**config.mk**
```make
export PLATFORM = sky130hd
export DESIGN_NAME = scan_sequencer
export DESIGN_NICKNAME = d
export VERILOG_FILES = /design/src/rtl/scan_seq_pkg.sv /design/src/rtl/scan_sequencer_ms_pulse_gen.sv /design/src/rtl/scan_sequencer.sv
export SDC_FILE = /design/constraint.sdc
export NUM_CORES = 1
export LEC_CHECK = 0
export CELL_PAD_IN_SITES_DETAIL_PLACEMENT = 1
export CELL_PAD_IN_SITES_GLOBAL_PLACEMENT = 1
export CORE_ASPECT_RATIO = 0.75
export CORE_MARGIN = 3
export CORE_UTILIZATION = 50
export CTS_CLUSTER_DIAMETER = 200
export DETAILED_ROUTE_END_ITERATION = 10
export MAX_ROUTING_LAYER = met4
export PLACE_DENSITY = 0.95
export SLEW_MARGIN = 20
export SYNTH_ARGS = -nofsm -noshare
export SYNTH_HDL_FRONTEND = slang
export SYNTH_SLANG_ARGS = --single-unit
```
**constraint.sdc**
```tcl
create_clock -name iCLK -period 10.7 [get_ports iCLK]
set_input_delay 2.14 -clock iCLK [delete_from_list [all_inputs] [get_ports iCLK]]
set_output_delay 2.14 -clock iCLK [all_outputs]
set_load 0.005 [all_outputs]
```
**src/rtl/scan_seq_pkg.sv**
```systemverilog
// Shared state encoding and constants for scan_sequencer and its pulse generators.
package scan_seq_pkg;

  localparam int DEJITTER_TAPS = 8;

  typedef enum logic [3:0] {
    IDLE,
    LATCH,
    GALVO_PULSE,
    WAIT_GALVO,
    WAIT_SETTLE,
    CAM_WAIT_READY,
    CAM_PULSE,
    COUNT_CYCLES,
    NEXT_IMG,
    NEXT_POS,
    FINISH
  } scan_state_e;

endpackage

```
**src/rtl/scan_sequencer_ms_pulse_gen.sv**
```systemverilog
// ms_pulse_gen: one-shot pulse of ms*CLK_KHZ clock cycles; a new start restarts
// the count and clear truncates any pulse in flight.
module ms_pulse_gen #(
  parameter int MS_W    = 8,
  parameter int CLK_KHZ = 50000
) (
  input  logic            iCLK,
  input  logic            iRST,
  input  logic            start,
  input  logic            clear,
  input  logic [MS_W-1:0] ms,
  output logic            pulse
);

  localparam int CNT_W = MS_W + $clog2(CLK_KHZ + 1);

  logic [CNT_W-1:0] cnt, cnt_n;

  always_comb begin
    cnt_n = cnt;
    if (clear)
      cnt_n = '0;
    else if (start)
      cnt_n = CNT_W'(ms) * CNT_W'(CLK_KHZ);
    else if (cnt != '0)
      cnt_n = cnt - CNT_W'(1);
  end

  // pulse is registered from the next count so it is high for exactly the loaded count
  always_ff @(posedge iCLK or posedge iRST) begin
    if (iRST) begin
      cnt   <= '0;
      pulse <= 1'b0;
    end else begin
      cnt   <= cnt_n;
      pulse <= (cnt_n != '0);
    end
  end

endmodule

```
**src/rtl/scan_sequencer.sv**
```systemverilog
// scan_sequencer: steps SLM images (and optionally galvo positions) on VGA frame syncs,
// firing camera and galvo pulses. Define SCAN_SEQ_CAM_READY_EN to gate the camera on iCAMERA_READY.
module scan_sequencer
  import scan_seq_pkg::*;
#(
  parameter int IMG_W   = 7,
  parameter int CYC_W   = 16,
  parameter int POS_W   = 32,
  parameter int MS_W    = 8,
  parameter int CLK_KHZ = 50000
) (
  input  logic             iCLK,
  input  logic             iRST,
  input  logic [MS_W-1:0]  iCAMERA_TRIGGER_MILLISEC,
  input  logic [MS_W-1:0]  iGALVO_TRIGGER_MILLISEC,
  input  logic [IMG_W-1:0] iNUM_SLM_IMAGES,
  input  logic [CYC_W-1:0] iCYCLES_PER_IMAGE,
  input  logic [POS_W-1:0] iNUM_GALVO_POSITIONS,
  input  logic [3:0]       iSETTLE_FRAMES,
  input  logic             iTRIG_WITH_GALVO,
  input  logic             iTRIG_WITHOUT_GALVO,
  input  logic             iABORT,
  input  logic             iGALVO_ACK,
  input  logic             iVGA_FRAME_SYNC,
`ifdef SCAN_SEQ_CAM_READY_EN
  input  logic             iCAMERA_READY,
`endif
  output logic             oCAMERA_TRIGGER,
  output logic             oGALVO_CHANGE_TRIGGER,
  output logic [IMG_W-1:0] oCURRENT_DISPLAY_FRAME_ID,
  output logic [POS_W-1:0] oGALVO_POSITION,
  output logic             oBUSY,
  output logic             oDONE,
  output logic             oABORTED
);

  scan_state_e state, state_n;
  logic mode_galvo, mode_galvo_n;
  logic [IMG_W-1:0] img_total, img_cnt, img_cnt_n;
  logic [CYC_W-1:0] cyc_total, cyc_cnt, cyc_cnt_n;
  logic [POS_W-1:0] pos_total, pos_cnt, pos_cnt_n;
  logic [3:0] settle;
  logic [MS_W-1:0] cam_ms, galvo_ms;
  logic [4:0] sync_cnt, sync_cnt_n, sync_next, sync_target;
  logic ack_seen, ack_seen_n;
  logic syncs_done, img_last, cyc_last, pos_last;
  logic abort_now, cam_ready;
  logic [DEJITTER_TAPS-1:0] sync_taps;
  logic sync_filt_q, sync_evt;

`ifdef SCAN_SEQ_CAM_READY_EN
  assign cam_ready = iCAMERA_READY;
`else
  assign cam_ready = 1'b1;
`endif

  // A sync event is the falling edge of the OR of the last eight raw samples,
  // so short low glitches inside a sync pulse never produce an event.
  always_ff @(posedge iCLK or posedge iRST) begin
    if (iRST) begin
      sync_taps   <= '0;
      sync_filt_q <= 1'b0;
      sync_evt    <= 1'b0;
    end else begin
      sync_taps   <= {sync_taps[DEJITTER_TAPS-2:0], iVGA_FRAME_SYNC};
      sync_filt_q <= |sync_taps;
      sync_evt    <= sync_filt_q & ~(|sync_taps);
    end
  end

  assign abort_now   = iABORT && (state != IDLE);
  assign sync_target = 5'(settle) + 5'd1;
  assign sync_next   = (sync_evt && (sync_cnt < sync_target)) ? sync_cnt + 5'd1 : sync_cnt;
  assign syncs_done  = (sync_next >= sync_target);
  assign img_last    = ({1'b0, img_cnt} + (IMG_W+1)'(1)) == {1'b0, img_total};
  assign cyc_last    = ({1'b0, cyc_cnt} + (CYC_W+1)'(1)) == {1'b0, cyc_total};
  assign pos_last    = ({1'b0, pos_cnt} + (POS_W+1)'(1)) == {1'b0, pos_total};

  always_comb begin
    state_n      = state;
    mode_galvo_n = mode_galvo;
    img_cnt_n    = img_cnt;
    cyc_cnt_n    = cyc_cnt;
    pos_cnt_n    = pos_cnt;
    sync_cnt_n   = '0;
    ack_seen_n   = 1'b0;
    case (state)
      IDLE:
        if (iTRIG_WITH_GALVO || iTRIG_WITHOUT_GALVO) begin
          state_n      = LATCH;
          mode_galvo_n = iTRIG_WITH_GALVO;
        end
      LATCH: begin
        img_cnt_n = '0;
        cyc_cnt_n = '0;
        pos_cnt_n = '0;
        if ((iNUM_SLM_IMAGES == '0) || (iCYCLES_PER_IMAGE == '0) ||
            (mode_galvo && (iNUM_GALVO_POSITIONS == '0)))
          state_n = FINISH;
        else
          state_n = mode_galvo ? GALVO_PULSE : WAIT_SETTLE;
      end
      GALVO_PULSE:
        state_n = WAIT_GALVO;
      WAIT_GALVO: begin
        sync_cnt_n = sync_next;
        ack_seen_n = ack_seen | iGALVO_ACK;
        if (ack_seen_n && syncs_done)
          state_n = CAM_WAIT_READY;
      end
      WAIT_SETTLE: begin
        sync_cnt_n = sync_next;
        if (syncs_done)
          state_n = CAM_WAIT_READY;
      end
      CAM_WAIT_READY:
        if (cam_ready)
          state_n = CAM_PULSE;
      CAM_PULSE:
        state_n = COUNT_CYCLES;
      COUNT_CYCLES:
        if (sync_evt) begin
          if (cyc_last)
            state_n = NEXT_IMG;
          else
            cyc_cnt_n = cyc_cnt + CYC_W'(1);
        end
      NEXT_IMG: begin
        cyc_cnt_n = '0;
        if (img_last)
          state_n = mode_galvo ? NEXT_POS : FINISH;
        else begin
          img_cnt_n = img_cnt + IMG_W'(1);
          state_n   = WAIT_SETTLE;
        end
      end
      NEXT_POS:
        if (pos_last)
          state_n = FINISH;
        else begin
          pos_cnt_n = pos_cnt + POS_W'(1);
          img_cnt_n = '0;
          state_n   = GALVO_PULSE;
        end
      FINISH:
        state_n = IDLE;
      default:
        state_n = IDLE;
    endcase
    // abort overrides whatever the state decoded above
    if (abort_now) begin
      state_n   = IDLE;
      img_cnt_n = '0;
      cyc_cnt_n = '0;
      pos_cnt_n = '0;
    end
  end

  always_ff @(posedge iCLK or posedge iRST) begin
    if (iRST) begin
      state      <= IDLE;
      mode_galvo <= 1'b0;
      img_cnt    <= '0;
      cyc_cnt    <= '0;
      pos_cnt    <= '0;
      sync_cnt   <= '0;
      ack_seen   <= 1'b0;
      img_total  <= '0;
      cyc_total  <= '0;
      pos_total  <= '0;
      settle     <= '0;
      cam_ms     <= '0;
      galvo_ms   <= '0;
      oDONE      <= 1'b0;
      oABORTED   <= 1'b0;
    end else begin
      state      <= state_n;
      mode_galvo <= mode_galvo_n;
      img_cnt    <= img_cnt_n;
      cyc_cnt    <= cyc_cnt_n;
      pos_cnt    <= pos_cnt_n;
      sync_cnt   <= sync_cnt_n;
      ack_seen   <= ack_seen_n;
      oDONE      <= (state == FINISH) && !abort_now;
      oABORTED   <= abort_now;
      if (state == LATCH) begin
        img_total <= iNUM_SLM_IMAGES;
        cyc_total <= iCYCLES_PER_IMAGE;
        pos_total <= iNUM_GALVO_POSITIONS;
        settle    <= iSETTLE_FRAMES;
        cam_ms    <= iCAMERA_TRIGGER_MILLISEC;
        galvo_ms  <= iGALVO_TRIGGER_MILLISEC;
      end
    end
  end

  assign oCURRENT_DISPLAY_FRAME_ID = img_cnt;
  assign oGALVO_POSITION           = pos_cnt;
  assign oBUSY                     = (state != IDLE);

  ms_pulse_gen #(.MS_W(MS_W), .CLK_KHZ(CLK_KHZ)) u_cam_pulse (
    .iCLK  (iCLK),
    .iRST  (iRST),
    .start (state == CAM_PULSE),
    .clear (abort_now),
    .ms    (cam_ms),
    .pulse (oCAMERA_TRIGGER)
  );

  ms_pulse_gen #(.MS_W(MS_W), .CLK_KHZ(CLK_KHZ)) u_galvo_pulse (
    .iCLK  (iCLK),
    .iRST  (iRST),
    .start (state == GALVO_PULSE),
    .clear (abort_now),
    .ms    (galvo_ms),
    .pulse (oGALVO_CHANGE_TRIGGER)
  );

endmodule

```
# Word level (Yosys, flattened, before mapping)
# Index checks and enable logic that the tools add are counted.
dict set report totals {
  input_bits 82
  regBits 203
  word_cells 121
  output_inout_bits 44
}
dict set report op_classes {
  bitwise_logic 3
  n_mux 32
  reduce_logical 29
  n_eq_ne 21
  n_lt_le_gt_ge 2
  add_sub_neg 10
  multipliers 2
}
# operator n
set ops {}
lappend ops {{$mux W24} 6}
lappend ops {{$reduce_bool A24 Y1} 4}
lappend ops {{$mux W32} 2}
lappend ops {{$pmux W32 S2} 1}
lappend ops {{$mux W16} 3}
lappend ops {{$sub A24 B1 Y24 const B} 2}
lappend ops {{$mul A8 B12 Y20 const B} 2}
lappend ops {{$pmux W4 S10} 1}
lappend ops {{$mux W4} 9}
lappend ops {{$add A32 B1 Y33 const B} 1}
lappend ops {{$eq A33 B32 Y1} 1}
lappend ops {{$add A32 B1 Y32 const B} 1}
lappend ops {{$logic_not A32 Y1} 1}
lappend ops {{$pmux W16 S2} 1}
lappend ops {{$ne A3 B3 Y1 const B} 8}
lappend ops {{$mux W7} 3}
lappend ops {{$pmux W7 S3} 1}
lappend ops {{$add A16 B1 Y17 const B} 1}
lappend ops {{$eq A17 B16 Y1} 1}
lappend ops {{$add A16 B1 Y16 const B} 1}
lappend ops {{$eq A4 B3 Y1 const B} 4}
lappend ops {{$logic_not A16 Y1} 1}
lappend ops {{$eq A4 B4 Y1 const B} 3}
lappend ops {{$mux W5} 2}
lappend ops {{27 further kinds} 39}

# Longest topological paths before layout
dict set report depth {
  depth_word 9
  mapped_depth 16
  mapped_depth_nobuf 16
}

# Hierarchy
# Synthesis repeated with hierarchy kept, for this count alone.
dict set report hier_totals {
  cells_unflattened 1580
  hier_area_um2 15220.8
}
# mod cells_each instances area_per_inst_um2 seq_area_each_um2
set modules_own_cells {}
lappend modules_own_cells {scan_sequencer 909 1 8919.8 3828.7}
lappend modules_own_cells {{ms_pulse_gen at u_galvo_pulse} 352 1 3241.9 625.6}
lappend modules_own_cells {{ms_pulse_gen at u_cam_pulse} 319 1 3059.2 625.6}

# Worst setup path after synthesis
# Ideal clock, no wire load.
dict set report synth_timing {
  path_kind {reg-to-reg}
  start {reg cam_ms[6]}
  end {reg u_cam_pulse.pulse}
  setup_slack_ns 6.010
  synth_period_minus_slack_ns 4.690
  stages_incl_launch_ff 17
  t_arrival_ns 4.551
  setup_time_ns 0.138
  required_time_ns 10.562
  n_path_buf 0
  cell_sequence {dfrtp_1 inv_1 ha_1 inv_1 ha_1 fa_1 fa_1 ha_1 or3_1 a2111oi_0 a21oi_1 a211oi_1 xnor2_1 mux2i_1 nor2_1 or4_1 or4b_1}
}
dict set report synth_between {
  elab_chain_len 4
}
# item line
set synth_lines {}
lappend synth_lines {{start, declared} scan_sequencer.sv:43} ;# logic [MS_W-1:0] cam_ms, galvo_ms;
lappend synth_lines {{start signal, assigned} scan_sequencer.sv:191} ;# cam_ms <= iCAMERA_TRIGGER_MILLISEC;
lappend synth_lines {{$mul A8 B12 Y20} scan_sequencer_ms_pulse_gen.sv:24} ;# cnt_n = CNT_W'(ms) * CNT_W'(CLK_KHZ);
lappend synth_lines {{$mux W24} scan_sequencer_ms_pulse_gen.sv:23} ;# else if (start)
lappend synth_lines {{$mux W24} scan_sequencer_ms_pulse_gen.sv:21} ;# if (clear)
lappend synth_lines {{via u_cam_pulse.cnt_n[21]} scan_sequencer_ms_pulse_gen.sv:17} ;# logic [CNT_W-1:0] cnt, cnt_n;
lappend synth_lines {{$reduce_bool A24 Y1} scan_sequencer_ms_pulse_gen.sv:36} ;# pulse <= (cnt_n != '0);
lappend synth_lines {{end signal, assigned} scan_sequencer_ms_pulse_gen.sv:36}
lappend synth_lines {{end, declared} scan_sequencer_ms_pulse_gen.sv:12} ;# output logic pulse
# The timed path passes the listed nets, and every way through them passes these cells.
# A chain may end at the register's enable or synchronous reset.

# Final worst setup path
dict set report layout_timing {
  start {reg galvo_ms[2]}
  end {reg u_galvo_pulse.pulse}
}
dict set report layout_between {
  elab_chain_len 4
}
# item line
set layout_lines {}
lappend layout_lines {{start, declared} scan_sequencer.sv:43}
lappend layout_lines {{start signal, assigned} scan_sequencer.sv:192} ;# galvo_ms <= iGALVO_TRIGGER_MILLISEC;
lappend layout_lines {{$mul A8 B12 Y20} scan_sequencer_ms_pulse_gen.sv:24}
lappend layout_lines {{$mux W24} scan_sequencer_ms_pulse_gen.sv:23}
lappend layout_lines {{$mux W24} scan_sequencer_ms_pulse_gen.sv:21}
lappend layout_lines {{via u_galvo_pulse.cnt_n[22]} scan_sequencer_ms_pulse_gen.sv:17}
lappend layout_lines {{$reduce_bool A24 Y1} scan_sequencer_ms_pulse_gen.sv:36}
lappend layout_lines {{end signal, assigned} scan_sequencer_ms_pulse_gen.sv:36}
lappend layout_lines {{end, declared} scan_sequencer_ms_pulse_gen.sv:12}
# The timed path passes the listed nets, and every way through them passes these cells.

==> flow_summary.yaml <==
die:
  initial_core_util_pct: 51.37
  die_y_um: 156.5
  dieArea_um2: 32340
  rows: 54
  boundaryPins: 126
  die_w_um: 206.6
  coreArea_um2: 29390
placement:
  gp_congestion: 0.9288
  dpl.hpwl_um: 37150
  place.port_buffers: 125
  dp.cells: 2052
setup_path:
  crit_fanout: 5
  cp.buffers_inverters: 2
  critPathLaunchType: "register"
  slowest_delay_ns: 0.61
  crit_type: "register to register"
  arrival_ns: 5.66
  path_cells: "ha_1 > ha_1 > inv_1 > fa_1 > inv_1 > fa_1 > ha_1 > a211oi_1 > o21ai_0 > a2111oi_0 > o31ai_1 > xor2_1 > nand2_1 > a21oi_1 > or3b_2 > or4_1"
  crit_top_cell: "ha_1"
  rrSetupSlack_ns: 5.44
  reg2reg_depth: 16
  r2r_start: "galvo_ms[2]"
  crit_path_end_kind: "register"
  critical_path_depth: 16
  cp_top_family: "adder cells"
  cp.required_ns: 11.10
  critPathSlowestCell: "a2111oi_0"
  reg2reg_to: "u_galvo_pulse.pulse"
global_routing:
  antenna_found_initial: 0
  overflow: 0
  grt_pass1_wl_um: 82320
  grt_max_degree: 128
  first_global_vias: 14661
  grt.total_usage_pct: 32.87
sta:
  slew_violations: 0
  holdWs_ns: 0.3845
  slew_headroom_pct: 25.08
  setup_viol: 0
  finalCriticalPeriod_ns: 5.256
  fin_tns_setup_ns: 0
  rsz0062_at_grt: "false"
  clock_skew_ns: 0.01465
  worst_pin_slew_ns: 1.114
  fin_crit_sh_pct: 49.12
  clock.fmax_mhz: 190.3
  hold_violations: 0
job:
  maxCapViolCount: 0
drt:
  dr.first_iter.drc_count: 1446
  vias_per_cell: 6.640
  drt_first_pass_iters: 6
  num_vias: 13918
  wl_per_cell_um: 24.78
  drt.antenna.violating_nets: 0
  wirelength_um: 51930
  route.detailed.drc: 0
synthesis:
  synth_nets: 1840
  yosysWarnings: 0
  ys_ff_latch: 203
  async_flop_share_pct: 100.0
  syn_area_um2: 15100
  synth_edf_count: 0
  syn_avg_cell_area_um2: 9.365
  synthFlopType: "dfrtp_1"
  ys_types: 75
  synth-seq-area-share_pct: 33.65
  syn_inst: 1612
worst_hold_path:
  holdPathEnd: "sync_taps[3]"
  holdCritStartpoint: "sync_taps[2]"
  hp-class: "register to register"
  min_path_cells: 0
cells_and_area:
  final_cell_mix: "dfrtp_1 (203), nand2_1 (131), clkdlybuf4s50_1 (125), ha_1 (122), xnor2_1 (100)"
  final_common_cell: "dfrtp_1"
  stdcell_count: 2096
  n_antenna_cell: 0
  nNetsFinal: 1915
  syn2layout_area_growth_pct: 15.58
  fill_cells: 3276
  layout-drive-gt1-share_pct: 9.800
clock_network:
  cts_max_path_buffers: 3
  htree_levels: 1
  cts_tree: "yes"
  cts_buffers: 24
  path_clk_slew_ns: 0.06
  clk_latency_ns: 0.53
  ctsHoldBuffers: 0
  cts_sinks: 203
  root_buffer: "clkbuf_16"
  cts_setup_buffers: 0
  cts_resized: 0
status:
  status: "complete, no violations"
final cells by class:
cell class | count | area [µm²] | share of cell area (%)
flip-flops and latches | 203 | 5080 | 29.11
inverters | 39 | 153.9 | 0.8820
clock inverters | 8 | 98.84 | 0.5665
clock buffers | 35 | 713.2 | 4.087
well taps | 392 | 490.5 | 2.811
repair buffers | 139 | 1376 | 7.888
multi-input cells | 1280 | 9537 | 54.65
cells in the mapped netlist (13+ instances only):
| master | n | area [µm²] |
|---|---|---|
| o21ai_0 | 73 | 365.4 |
| nor4_1 | 48 | 300.3 |
| a31oi_1 | 28 | 175.2 |
| nand4_1 | 19 | 118.9 |
| inv_1 | 39 | 146.4 |
| and2_1 | 16 | 100.1 |
| nand3_1 | 64 | 320.3 |
| and3_1 | 36 | 225.2 |
| nor3_1 | 40 | 200.2 |
| mux2i_1 | 13 | 130.1 |
| or3_1 | 17 | 106.4 |
| nor2b_1 | 13 | 81.33 |
| mux2_2 | 70 | 788.3 |
| nand2_1 | 131 | 491.7 |
| or4_1 | 37 | 277.8 |
| clkbuf_1 | 68 | 255.2 |
| buf_2 | 17 | 85.08 |
| nor2_1 | 81 | 304.0 |
| fa_1 | 24 | 480.5 |
| a21oi_1 | 80 | 400.4 |
| xnor2_1 | 100 | 875.8 |
| ha_1 | 122 | 1526 |
| a211oi_1 | 20 | 150.1 |
| nand2b_1 | 18 | 112.6 |
| dfrtp_1 | 203 | 5080 |
| xor2_1 | 48 | 420.4 |
| nor4b_1 | 15 | 131.4 |
stage by stage:
| stage | util, % | area (µm²) | setup slack (ns) |
|---|---|---|---|
| global route | 59.37 | 17450 | 5.112 |
| floorplan | - | 15100 | 3.021 |
| global placement | 56.45 | 16590 | 5.464 |
| finish | 59.37 | 17450 | 5.444 |
| CTS | 59.21 | 17400 | 5.449 |
| detailed placement | 56.45 | 16590 | 5.378 |
sequential cells by signal, indices dropped and copies added, names as in the netlist:
signal and count:
sync_taps 8, sync_filt_q 1, u_galvo_pulse.pulse 1, settle 4
oABORTED 1, cyc_total 16, pos_total 32, oGALVO_POSITION 32
mode_galvo 1, u_cam_pulse.pulse 1, sync_cnt 5, sync_evt 1
img_total 7, cam_ms 8, u_cam_pulse.cnt 24, cyc_cnt 16
oCURRENT_DISPLAY_FRAME_ID 7, galvo_ms 8, u_galvo_pulse.cnt 24, state 4
ack_seen 1, oDONE 1
logic make-up after synthesis:
kind of cell	Yosys count	synth area share [%]
AND/OR/NAND/NOR	589	21.50
flip-flops	203	33.65
XOR/XNOR	148	8.586
adder cells (fa/ha/maj)	147	13.36
multiplexers	83	6.083
AO/OA/AOI/OAI	313	13.33
buffers and inverters	129	3.497
worst max-delay path by stage:
stage                           to  slack, ns         from
2_1_floorplan             ack_seen       3.02         iRST
3_3_place_gp   u_galvo_pulse.pulse       5.46       iABORT
3_5_place_dp   u_galvo_pulse.pulse       5.38       iABORT
4_1_cts        u_galvo_pulse.pulse       5.45  galvo_ms[2]
5_1_grt          u_cam_pulse.pulse       5.11    cam_ms[6]
6_report       u_galvo_pulse.pulse       5.44  galvo_ms[2]
layer usage:
metal	share of wire (%)	global-route usage, %	vias to the layer above
met5	0	-	-
li1	-	-	6099
met1	43	44.76	7065
met3	7.7	5.157	105
met4	2.1	6.944	0
met2	48	52.35	649
Power is not shown: default switching activity piles up to over one toggle a cycle in this logic, so the estimate is an artifact.
